`src/rtl/rice_core_trap_ctrl_if.sv`:
```
// rtl/rice_core_trap_ctrl_if.sv - execute-stage event, interrupt and CSR port of the trap controller
interface rice_core_trap_ctrl_if #(
  parameter int XLEN    = 32,
  parameter int NUM_IRQ = 4
);
  logic               i_exception_valid;
  logic [3:0]         i_exception_code;
  logic [XLEN-1:0]    i_exception_tval;
  logic               i_mret;
  logic [XLEN-1:0]    i_pc;
  logic [NUM_IRQ-1:0] i_irq;
  logic               o_irq_req;
  logic               i_irq_ack;
  logic               i_csr_valid;
  logic               i_csr_write;
  logic [11:0]        i_csr_addr;
  logic [XLEN-1:0]    i_csr_wdata;
  logic [XLEN-1:0]    o_csr_rdata;
  logic               o_csr_illegal;
  logic [1:0]         o_privilege_level;
  logic               o_redirect_valid;
  logic [XLEN-1:0]    o_redirect_pc;
  logic [XLEN-1:0]    o_return_pc;

  modport master (
    output i_exception_valid, i_exception_code, i_exception_tval, i_mret, i_pc,
    output i_irq, i_irq_ack, i_csr_valid, i_csr_write, i_csr_addr, i_csr_wdata,
    input  o_irq_req, o_csr_rdata, o_csr_illegal, o_privilege_level,
    input  o_redirect_valid, o_redirect_pc, o_return_pc
  );

  modport slave (
    input  i_exception_valid, i_exception_code, i_exception_tval, i_mret, i_pc,
    input  i_irq, i_irq_ack, i_csr_valid, i_csr_write, i_csr_addr, i_csr_wdata,
    output o_irq_req, o_csr_rdata, o_csr_illegal, o_privilege_level,
    output o_redirect_valid, o_redirect_pc, o_return_pc
  );
endinterface

```
`src/rtl/rice_core_trap_ctrl.sv`:
```
// rtl/rice_core_trap_ctrl.sv - machine-mode trap controller: privilege, trap CSRs and PC redirect
module rice_core_trap_ctrl #(
  parameter int              XLEN        = 32,
  parameter int              NUM_IRQ     = 4,
  parameter logic [XLEN-1:0] MTVEC_RESET = '0
) (
  input logic                  i_clk,
  input logic                  i_rst_n,
  rice_core_trap_ctrl_if.slave bus
);
  localparam logic [11:0] ADDR_MSTATUS = 12'h300;
  localparam logic [11:0] ADDR_MIE     = 12'h304;
  localparam logic [11:0] ADDR_MTVEC   = 12'h305;
  localparam logic [11:0] ADDR_MEPC    = 12'h341;
  localparam logic [11:0] ADDR_MCAUSE  = 12'h342;
  localparam logic [11:0] ADDR_MTVAL   = 12'h343;
  localparam logic [11:0] ADDR_MIP     = 12'h344;
  localparam logic [1:0]  PRIV_M       = 2'b11;
  localparam logic [1:0]  PRIV_U       = 2'b00;

  logic [1:0]         priv_q, priv_d;
  logic               st_mie_q, st_mie_d;
  logic               st_mpie_q, st_mpie_d;
  logic [1:0]         st_mpp_q, st_mpp_d;
  logic [NUM_IRQ-1:0] mie_q, mie_d;
  logic [XLEN-3:0]    mtvec_base_q, mtvec_base_d;
  logic               mtvec_mode_q, mtvec_mode_d;
  logic [XLEN-1:0]    mepc_q, mepc_d;
  logic               mcause_intr_q, mcause_intr_d;
  logic [4:0]         mcause_code_q, mcause_code_d;
  logic [XLEN-1:0]    mtval_q, mtval_d;
  logic               redir_valid_q, redir_valid_d;
  logic [XLEN-1:0]    redir_pc_q, redir_pc_d;

  logic [NUM_IRQ-1:0] pend;
  logic               irq_req;
  logic [4:0]         irq_code;
  logic               csr_hit;
  logic               csr_illegal;
  logic [XLEN-1:0]    csr_rdata;
  logic               take_exc, take_ack, take_mret;
  logic [XLEN-1:0]    trap_base;

  // Pending/enabled interrupt request and the lowest-index cause code
  always_comb begin
    pend     = bus.i_irq & mie_q;
    irq_req  = (|pend) && (st_mie_q || priv_q == PRIV_U);
    irq_code = 5'd16;
    for (int i = NUM_IRQ - 1; i >= 0; i--) begin
      if (pend[i]) irq_code = 5'(16 + i);
    end
  end

  // CSR address decode, legality and read mux from current register state
  always_comb begin
    csr_hit   = 1'b1;
    csr_rdata = '0;
    case (bus.i_csr_addr)
      ADDR_MSTATUS: begin
        csr_rdata[3]     = st_mie_q;
        csr_rdata[7]     = st_mpie_q;
        csr_rdata[12:11] = st_mpp_q;
      end
      ADDR_MIE:    csr_rdata[16 +: NUM_IRQ] = mie_q;
      ADDR_MTVEC:  csr_rdata = {mtvec_base_q, 1'b0, mtvec_mode_q};
      ADDR_MEPC:   csr_rdata = mepc_q;
      ADDR_MCAUSE: begin
        csr_rdata[XLEN-1] = mcause_intr_q;
        csr_rdata[4:0]    = mcause_code_q;
      end
      ADDR_MTVAL:  csr_rdata = mtval_q;
      ADDR_MIP:    csr_rdata[16 +: NUM_IRQ] = bus.i_irq;
      default:     csr_hit = 1'b0;
    endcase
    csr_illegal = bus.i_csr_valid && (!csr_hit || priv_q == PRIV_U);
  end

  // Next state: CSR write first, then trap/mret overrides the fields it owns
  always_comb begin
    priv_d        = priv_q;
    st_mie_d      = st_mie_q;
    st_mpie_d     = st_mpie_q;
    st_mpp_d      = st_mpp_q;
    mie_d         = mie_q;
    mtvec_base_d  = mtvec_base_q;
    mtvec_mode_d  = mtvec_mode_q;
    mepc_d        = mepc_q;
    mcause_intr_d = mcause_intr_q;
    mcause_code_d = mcause_code_q;
    mtval_d       = mtval_q;
    redir_valid_d = 1'b0;
    redir_pc_d    = redir_pc_q;
    trap_base     = {mtvec_base_q, 2'b00};

    if (bus.i_csr_valid && bus.i_csr_write && !csr_illegal) begin
      case (bus.i_csr_addr)
        ADDR_MSTATUS: begin
          st_mie_d  = bus.i_csr_wdata[3];
          st_mpie_d = bus.i_csr_wdata[7];
          if (bus.i_csr_wdata[12:11] == PRIV_M || bus.i_csr_wdata[12:11] == PRIV_U)
            st_mpp_d = bus.i_csr_wdata[12:11];
        end
        ADDR_MIE:    mie_d = bus.i_csr_wdata[16 +: NUM_IRQ];
        ADDR_MTVEC: begin
          mtvec_base_d = bus.i_csr_wdata[XLEN-1:2];
          if (!bus.i_csr_wdata[1]) mtvec_mode_d = bus.i_csr_wdata[0];
        end
        ADDR_MEPC:   mepc_d = bus.i_csr_wdata & ~XLEN'(3);
        ADDR_MCAUSE: begin
          mcause_intr_d = bus.i_csr_wdata[XLEN-1];
          mcause_code_d = bus.i_csr_wdata[4:0];
        end
        ADDR_MTVAL:  mtval_d = bus.i_csr_wdata;
        default: ;
      endcase
    end

    // Events are ignored while the previous redirect is still being issued
    take_exc  = bus.i_exception_valid && !redir_valid_q;
    take_ack  = bus.i_irq_ack && irq_req && !redir_valid_q && !take_exc;
    take_mret = bus.i_mret && !redir_valid_q && !take_exc && !take_ack;

    if (take_exc || take_ack) begin
      mepc_d        = bus.i_pc & ~XLEN'(3);
      mcause_intr_d = take_ack;
      mcause_code_d = take_ack ? irq_code : {1'b0, bus.i_exception_code};
      mtval_d       = take_ack ? '0 : bus.i_exception_tval;
      st_mpie_d     = st_mie_q;
      st_mie_d      = 1'b0;
      st_mpp_d      = priv_q;
      priv_d        = PRIV_M;
      redir_valid_d = 1'b1;
      redir_pc_d    = (take_ack && mtvec_mode_q)
                    ? trap_base + XLEN'({irq_code, 2'b00}) : trap_base;
    end else if (take_mret) begin
      st_mie_d      = st_mpie_q;
      st_mpie_d     = 1'b1;
      priv_d        = st_mpp_q;
      st_mpp_d      = PRIV_U;
      redir_valid_d = 1'b1;
      redir_pc_d    = mepc_q;
    end
  end

  // State registers with synchronous active-low reset
  always_ff @(posedge i_clk) begin
    if (!i_rst_n) begin
      priv_q        <= PRIV_M;
      st_mie_q      <= 1'b0;
      st_mpie_q     <= 1'b0;
      st_mpp_q      <= PRIV_U;
      mie_q         <= '0;
      mtvec_base_q  <= MTVEC_RESET[XLEN-1:2];
      mtvec_mode_q  <= (MTVEC_RESET[1:0] == 2'b01);
      mepc_q        <= '0;
      mcause_intr_q <= 1'b0;
      mcause_code_q <= '0;
      mtval_q       <= '0;
      redir_valid_q <= 1'b0;
      redir_pc_q    <= '0;
    end else begin
      priv_q        <= priv_d;
      st_mie_q      <= st_mie_d;
      st_mpie_q     <= st_mpie_d;
      st_mpp_q      <= st_mpp_d;
      mie_q         <= mie_d;
      mtvec_base_q  <= mtvec_base_d;
      mtvec_mode_q  <= mtvec_mode_d;
      mepc_q        <= mepc_d;
      mcause_intr_q <= mcause_intr_d;
      mcause_code_q <= mcause_code_d;
      mtval_q       <= mtval_d;
      redir_valid_q <= redir_valid_d;
      redir_pc_q    <= redir_pc_d;
    end
  end

  assign bus.o_irq_req         = irq_req;
  assign bus.o_csr_rdata       = csr_rdata;
  assign bus.o_csr_illegal     = csr_illegal;
  assign bus.o_privilege_level = priv_q;
  assign bus.o_redirect_valid  = redir_valid_q;
  assign bus.o_redirect_pc     = redir_pc_q;
  assign bus.o_return_pc       = mepc_q;
endmodule

```
`src/flat_wrapper.sv`:
```
// flat-port wrapper written by rule: the top's interface ports become plain ports
module rice_core_trap_ctrl_flat 
#(
  parameter int              XLEN        = 32,
  parameter int              NUM_IRQ     = 4,
  parameter logic [XLEN-1:0] MTVEC_RESET = '0
)
  (i_clk, i_rst_n, bus_i_exception_valid, bus_i_exception_code, bus_i_exception_tval, bus_i_mret, bus_i_pc, bus_i_irq, bus_i_irq_ack, bus_i_csr_valid, bus_i_csr_write, bus_i_csr_addr, bus_i_csr_wdata, bus_o_irq_req, bus_o_csr_rdata, bus_o_csr_illegal, bus_o_privilege_level, bus_o_redirect_valid, bus_o_redirect_pc, bus_o_return_pc);
  rice_core_trap_ctrl_if #(.XLEN(XLEN), .NUM_IRQ(NUM_IRQ)) bus_i ();
  input logic i_clk;
  input logic i_rst_n;
  input wire logic [$bits(bus_i.i_exception_valid)-1:0] bus_i_exception_valid;
  input wire logic [$bits(bus_i.i_exception_code)-1:0] bus_i_exception_code;
  input wire logic [$bits(bus_i.i_exception_tval)-1:0] bus_i_exception_tval;
  input wire logic [$bits(bus_i.i_mret)-1:0] bus_i_mret;
  input wire logic [$bits(bus_i.i_pc)-1:0] bus_i_pc;
  input wire logic [$bits(bus_i.i_irq)-1:0] bus_i_irq;
  input wire logic [$bits(bus_i.i_irq_ack)-1:0] bus_i_irq_ack;
  input wire logic [$bits(bus_i.i_csr_valid)-1:0] bus_i_csr_valid;
  input wire logic [$bits(bus_i.i_csr_write)-1:0] bus_i_csr_write;
  input wire logic [$bits(bus_i.i_csr_addr)-1:0] bus_i_csr_addr;
  input wire logic [$bits(bus_i.i_csr_wdata)-1:0] bus_i_csr_wdata;
  output wire logic [$bits(bus_i.o_irq_req)-1:0] bus_o_irq_req;
  output wire logic [$bits(bus_i.o_csr_rdata)-1:0] bus_o_csr_rdata;
  output wire logic [$bits(bus_i.o_csr_illegal)-1:0] bus_o_csr_illegal;
  output wire logic [$bits(bus_i.o_privilege_level)-1:0] bus_o_privilege_level;
  output wire logic [$bits(bus_i.o_redirect_valid)-1:0] bus_o_redirect_valid;
  output wire logic [$bits(bus_i.o_redirect_pc)-1:0] bus_o_redirect_pc;
  output wire logic [$bits(bus_i.o_return_pc)-1:0] bus_o_return_pc;
  assign bus_i.i_exception_valid = bus_i_exception_valid;
  assign bus_i.i_exception_code = bus_i_exception_code;
  assign bus_i.i_exception_tval = bus_i_exception_tval;
  assign bus_i.i_mret = bus_i_mret;
  assign bus_i.i_pc = bus_i_pc;
  assign bus_i.i_irq = bus_i_irq;
  assign bus_i.i_irq_ack = bus_i_irq_ack;
  assign bus_i.i_csr_valid = bus_i_csr_valid;
  assign bus_i.i_csr_write = bus_i_csr_write;
  assign bus_i.i_csr_addr = bus_i_csr_addr;
  assign bus_i.i_csr_wdata = bus_i_csr_wdata;
  assign bus_o_irq_req = bus_i.o_irq_req;
  assign bus_o_csr_rdata = bus_i.o_csr_rdata;
  assign bus_o_csr_illegal = bus_i.o_csr_illegal;
  assign bus_o_privilege_level = bus_i.o_privilege_level;
  assign bus_o_redirect_valid = bus_i.o_redirect_valid;
  assign bus_o_redirect_pc = bus_i.o_redirect_pc;
  assign bus_o_return_pc = bus_i.o_return_pc;
  rice_core_trap_ctrl #(.XLEN(XLEN), .NUM_IRQ(NUM_IRQ), .MTVEC_RESET(MTVEC_RESET)) u_core (.i_clk(i_clk), .i_rst_n(i_rst_n), .bus(bus_i));
endmodule
```
`config.mk`:
```
export PLATFORM = sky130hd
export DESIGN_NAME = rice_core_trap_ctrl_flat
export DESIGN_NICKNAME = d
export VERILOG_FILES = /design/src/rtl/rice_core_trap_ctrl_if.sv /design/src/rtl/rice_core_trap_ctrl.sv /design/src/flat_wrapper.sv
export SDC_FILE = /design/constraint.sdc
export NUM_CORES = 1
export LEC_CHECK = 0
export ABC_AREA = 1
export BUFFER_PORTS_ARGS = -buffer_cell sky130_fd_sc_hd__buf_2
export CAP_MARGIN = 10
export CORE_MARGIN = 10
export CORE_UTILIZATION = 58
export CTS_CLUSTER_DIAMETER = 50
export DETAILED_ROUTE_END_ITERATION = 10
export PLACE_DENSITY = 0.89
export SKIP_CTS_REPAIR_TIMING = 1
export SLEW_MARGIN = 30
export SYNTH_ARGS = -nofsm -noshare
export SYNTH_HDL_FRONTEND = slang
export SYNTH_SLANG_ARGS = --single-unit
```
`constraint.sdc`:
```
create_clock -name i_clk -period 5.3 [get_ports i_clk]
set_input_delay 0.53 -clock i_clk [delete_from_list [all_inputs] [get_ports i_clk]]
set_output_delay 0.53 -clock i_clk [all_outputs]
set_load 0.01 [all_outputs]
```
==> metrics <==
Root Driver clkbuf_16; TritonCTS Buffers 17; Total Routing Usage GR 30.3%; drt wl/cell 17.4 um; clock buffer depth 2; Hold Crit Start bus_i_csr_wdata[7]; Vias 10400; top cells by area, synth dfxtp_1 32%, nand2_1 22%, inv_1 7.7%; clock sink total 140; Synth cell types 42; crit-path max FO 24; vias per inst between 5 and 6; largest net degree at the start of global routing a little under 90; core region area between 10000 and 15000 sq um; final setup vio count 0; commonest non-fill, non-tap cell in the layout nand2_1; Port-buffer cells 217; ANT cells 0; Initial Util 59.7%; Layout area overhead 17.9%; max incr delay on CP approximately 970 ps; post-route setup TNS 0 ps; die area 20400 sq um; WP data required 4770 ps; Sw Ratio 27.9%; RSZ-0062 raised after global routing false; final hold violations 0; initial antenna violation count 1; Skew-Pair Late Insertion Delay 430 ps; most frequent cells in the layout 512 x nand2_1, 217 x buf_2, 181 x inv_1; drt drc 0; aggregate global routing overflow 0; pins over their slew limit 0; average cell area after synthesis roughly 6.0 sq um; Yosys warning count 0; Combinational Power Share 15.5%; Synth Register Bits 140; sequential area share after synthesis 32.0%; initial DRC count about 1200; critical path cell sequence buf_2 -> inv_2 -> nand2_1 -> nor2_2 -> nand3_1 -> inv_1 -> a221oi_1 -> nand2_1 -> buf_2; Max VDD drop approximately 230 uV; Clk pwr share a little over two fifths; clock slew at reported path FFs about 60 ps; Worst slew margin 28.6%; vias in the first global route 9757; status finished, final reports clean; Row Count 44; power density over cell area 272 nW/um^2; Pint 0.00203 W; Post-synth EDFFs 0; Detail Placement HPWL 22900 um; Top FF cell, synth dfxtp_1; chip height 143 um; Net Switching around 0.00079 W; skew final 9.87 ps; Fillers 1281; CTS tree yes; TritonRoute pass-1 iters 8; Max Cap Viol 0; nature of the critical path endpoint output pin; H-tree depth 4; RR Startpoint u_core.bus.o_privilege_level[0]; Crit Path Class in -> out; top-area cell type share of the netlist area 32.0%; cells after synthesis 1472; final WL 31900 um; fin crit share 65.8%; layout cell share with drive strength beyond 1 17.6%; post-layout min period 3490 ps; Async SR Flop Fraction 0%; startpoint types input port; I/O Pins 224; Final #Nets 1763; actual slew at the worst max-slew pin roughly 1100 ps; RD Place Congestion just under 1; Crit-path slowest cell inv_1; critical path arrival 2960 ps; Synth area leader dfxtp_1; Reg power frac 41.0%; Power Total 0.00282 W; FMAX 287 MHz; mapped cell area 8770 sq um; Pleak 5.30 nW; first-pass GRT wire length 49700 um; HP Class in -> reg; Worst Setup SP bus_i_csr_addr[4]; post-route ant nets 0; die extent in x approximately 140 um
-- per-stage QoR --
| stage | worst slack (ps) | instance area (sq um) | util [%] | hold WS [ps] | instances |
|---|---|---|---|---|---|
| 3_3_place_gp | 1820 | 9740 | 66.2 | 449 | 1802 |
| 5_1_grt | 1630 | 10300 | 70.4 | 381 | 1834 |
| 2_1_floorplan | 2750 | 8780 | - | 452 | 1475 |
| 4_1_cts | 1990 | 10300 | 70.4 | 376 | 1834 |
| 6_report | 1810 | 10300 | 70.4 | 394 | 1834 |
| 3_5_place_dp | 1750 | 9740 | 66.3 | 453 | 1802 |
-- kinds of logic after synthesis --
group | share of synthesized area, %
adders and majority gates | 0.514
DFF | 32.0
buffers and inverters | 13.2
xor gates and xnor gates | 1.40
other | 0.0428
AOI/OAI and AO/OA | 14.8
and+or+nand+nor | 38.1
-- synth_stat cells (4+ instances only) --
| cell | number |
|---|---|
| a21oi_1 | 100 |
| a221oi_1 | 5 |
| buf_2 | 34 |
| buf_4 | 8 |
| buf_6 | 6 |
| clkbuf_1 | 31 |
| dfxtp_1 | 140 |
| inv_1 | 181 |
| inv_2 | 11 |
| nand2_1 | 512 |
| nand2_2 | 4 |
| nand2_4 | 4 |
| nand3_1 | 129 |
| nand4_1 | 4 |
| nor2_1 | 132 |
| nor2_2 | 5 |
| nor3_1 | 14 |
| o2111ai_1 | 4 |
| o211ai_1 | 6 |
| o21ai_0 | 68 |
| o21ai_1 | 4 |
| o221ai_1 | 22 |
| o22ai_1 | 8 |
| xor2_1 | 14 |
-- worst max-delay path, delay by kind of cell --
kind | cells | cell delay (ps)
and+or+nand+nor | 4 | 850
AOI/OAI and AO/OA | 1 | 310
buffers and inverters | 4 | 1250
-- layer usage --
layer / up-vias / routed length [um] / GRT usage (%)
met4: 2 / 1260 / 14.2
met3: 113 / 4120 / 9.49
li1: 4979 / - / -
met2: 698 / 14100 / 45.6
met5: - / 8 / 0
met1: 4644 / 12400 / 38.6
-- path summary, 6_finish.rpt --
kind         slack [ps]  cells after the start                      endpoint
max                1810                      9            bus_o_csr_rdata[3]
min                 390                      3        u_core.mtvec_base_q[5]
max reg2reg        1860                     12  u_core.bus.o_redirect_pc[30]
min reg2reg         460                      2  u_core.bus.o_redirect_pc[10]
-- registers in the layout, summed over array words and instances (netlist names), 2 cells and up --
name,count
u_core.mie_q,4
u_core.mtvec_base_q,30
u_core.mtval_q,32
u_core.mcause_code_q,5
u_core.bus.o_redirect_pc,30
u_core.bus.o_privilege_level,2
u_core.bus.o_return_pc,30
u_core.st_mpp_q,2
-- final cells by class --
class / instances / area (sq um) / share of cell area (%)
clock inverter: 12 / 145 / 1.40
multi-input combinational: 1059 / 4830 / 46.7
sequential: 140 / 2800 / 27.1
tap: 184 / 230 / 2.23
inverter: 194 / 733 / 7.09
clock buffer: 20 / 457 / 4.42
timing repair buffer: 225 / 1150 / 11.1
-- power by group through the flow --
| stage | combinational, W | sequential (W) | clock [W] |
|---|---|---|---|
| global placement | 0.000415 | 0.00117 | 0 |
| global route | 0.000484 | 0.00116 | 0.00127 |
| finish | 0.000435 | 0.00115 | 0.00123 |
| CTS | 0.000429 | 0.00115 | 0.00122 |
| floorplan | 0.000261 | 0.00118 | 0 |
| detailed placement | 0.000426 | 0.00117 | 0 |
Note: power is estimated with default switching activity, not from simulation.
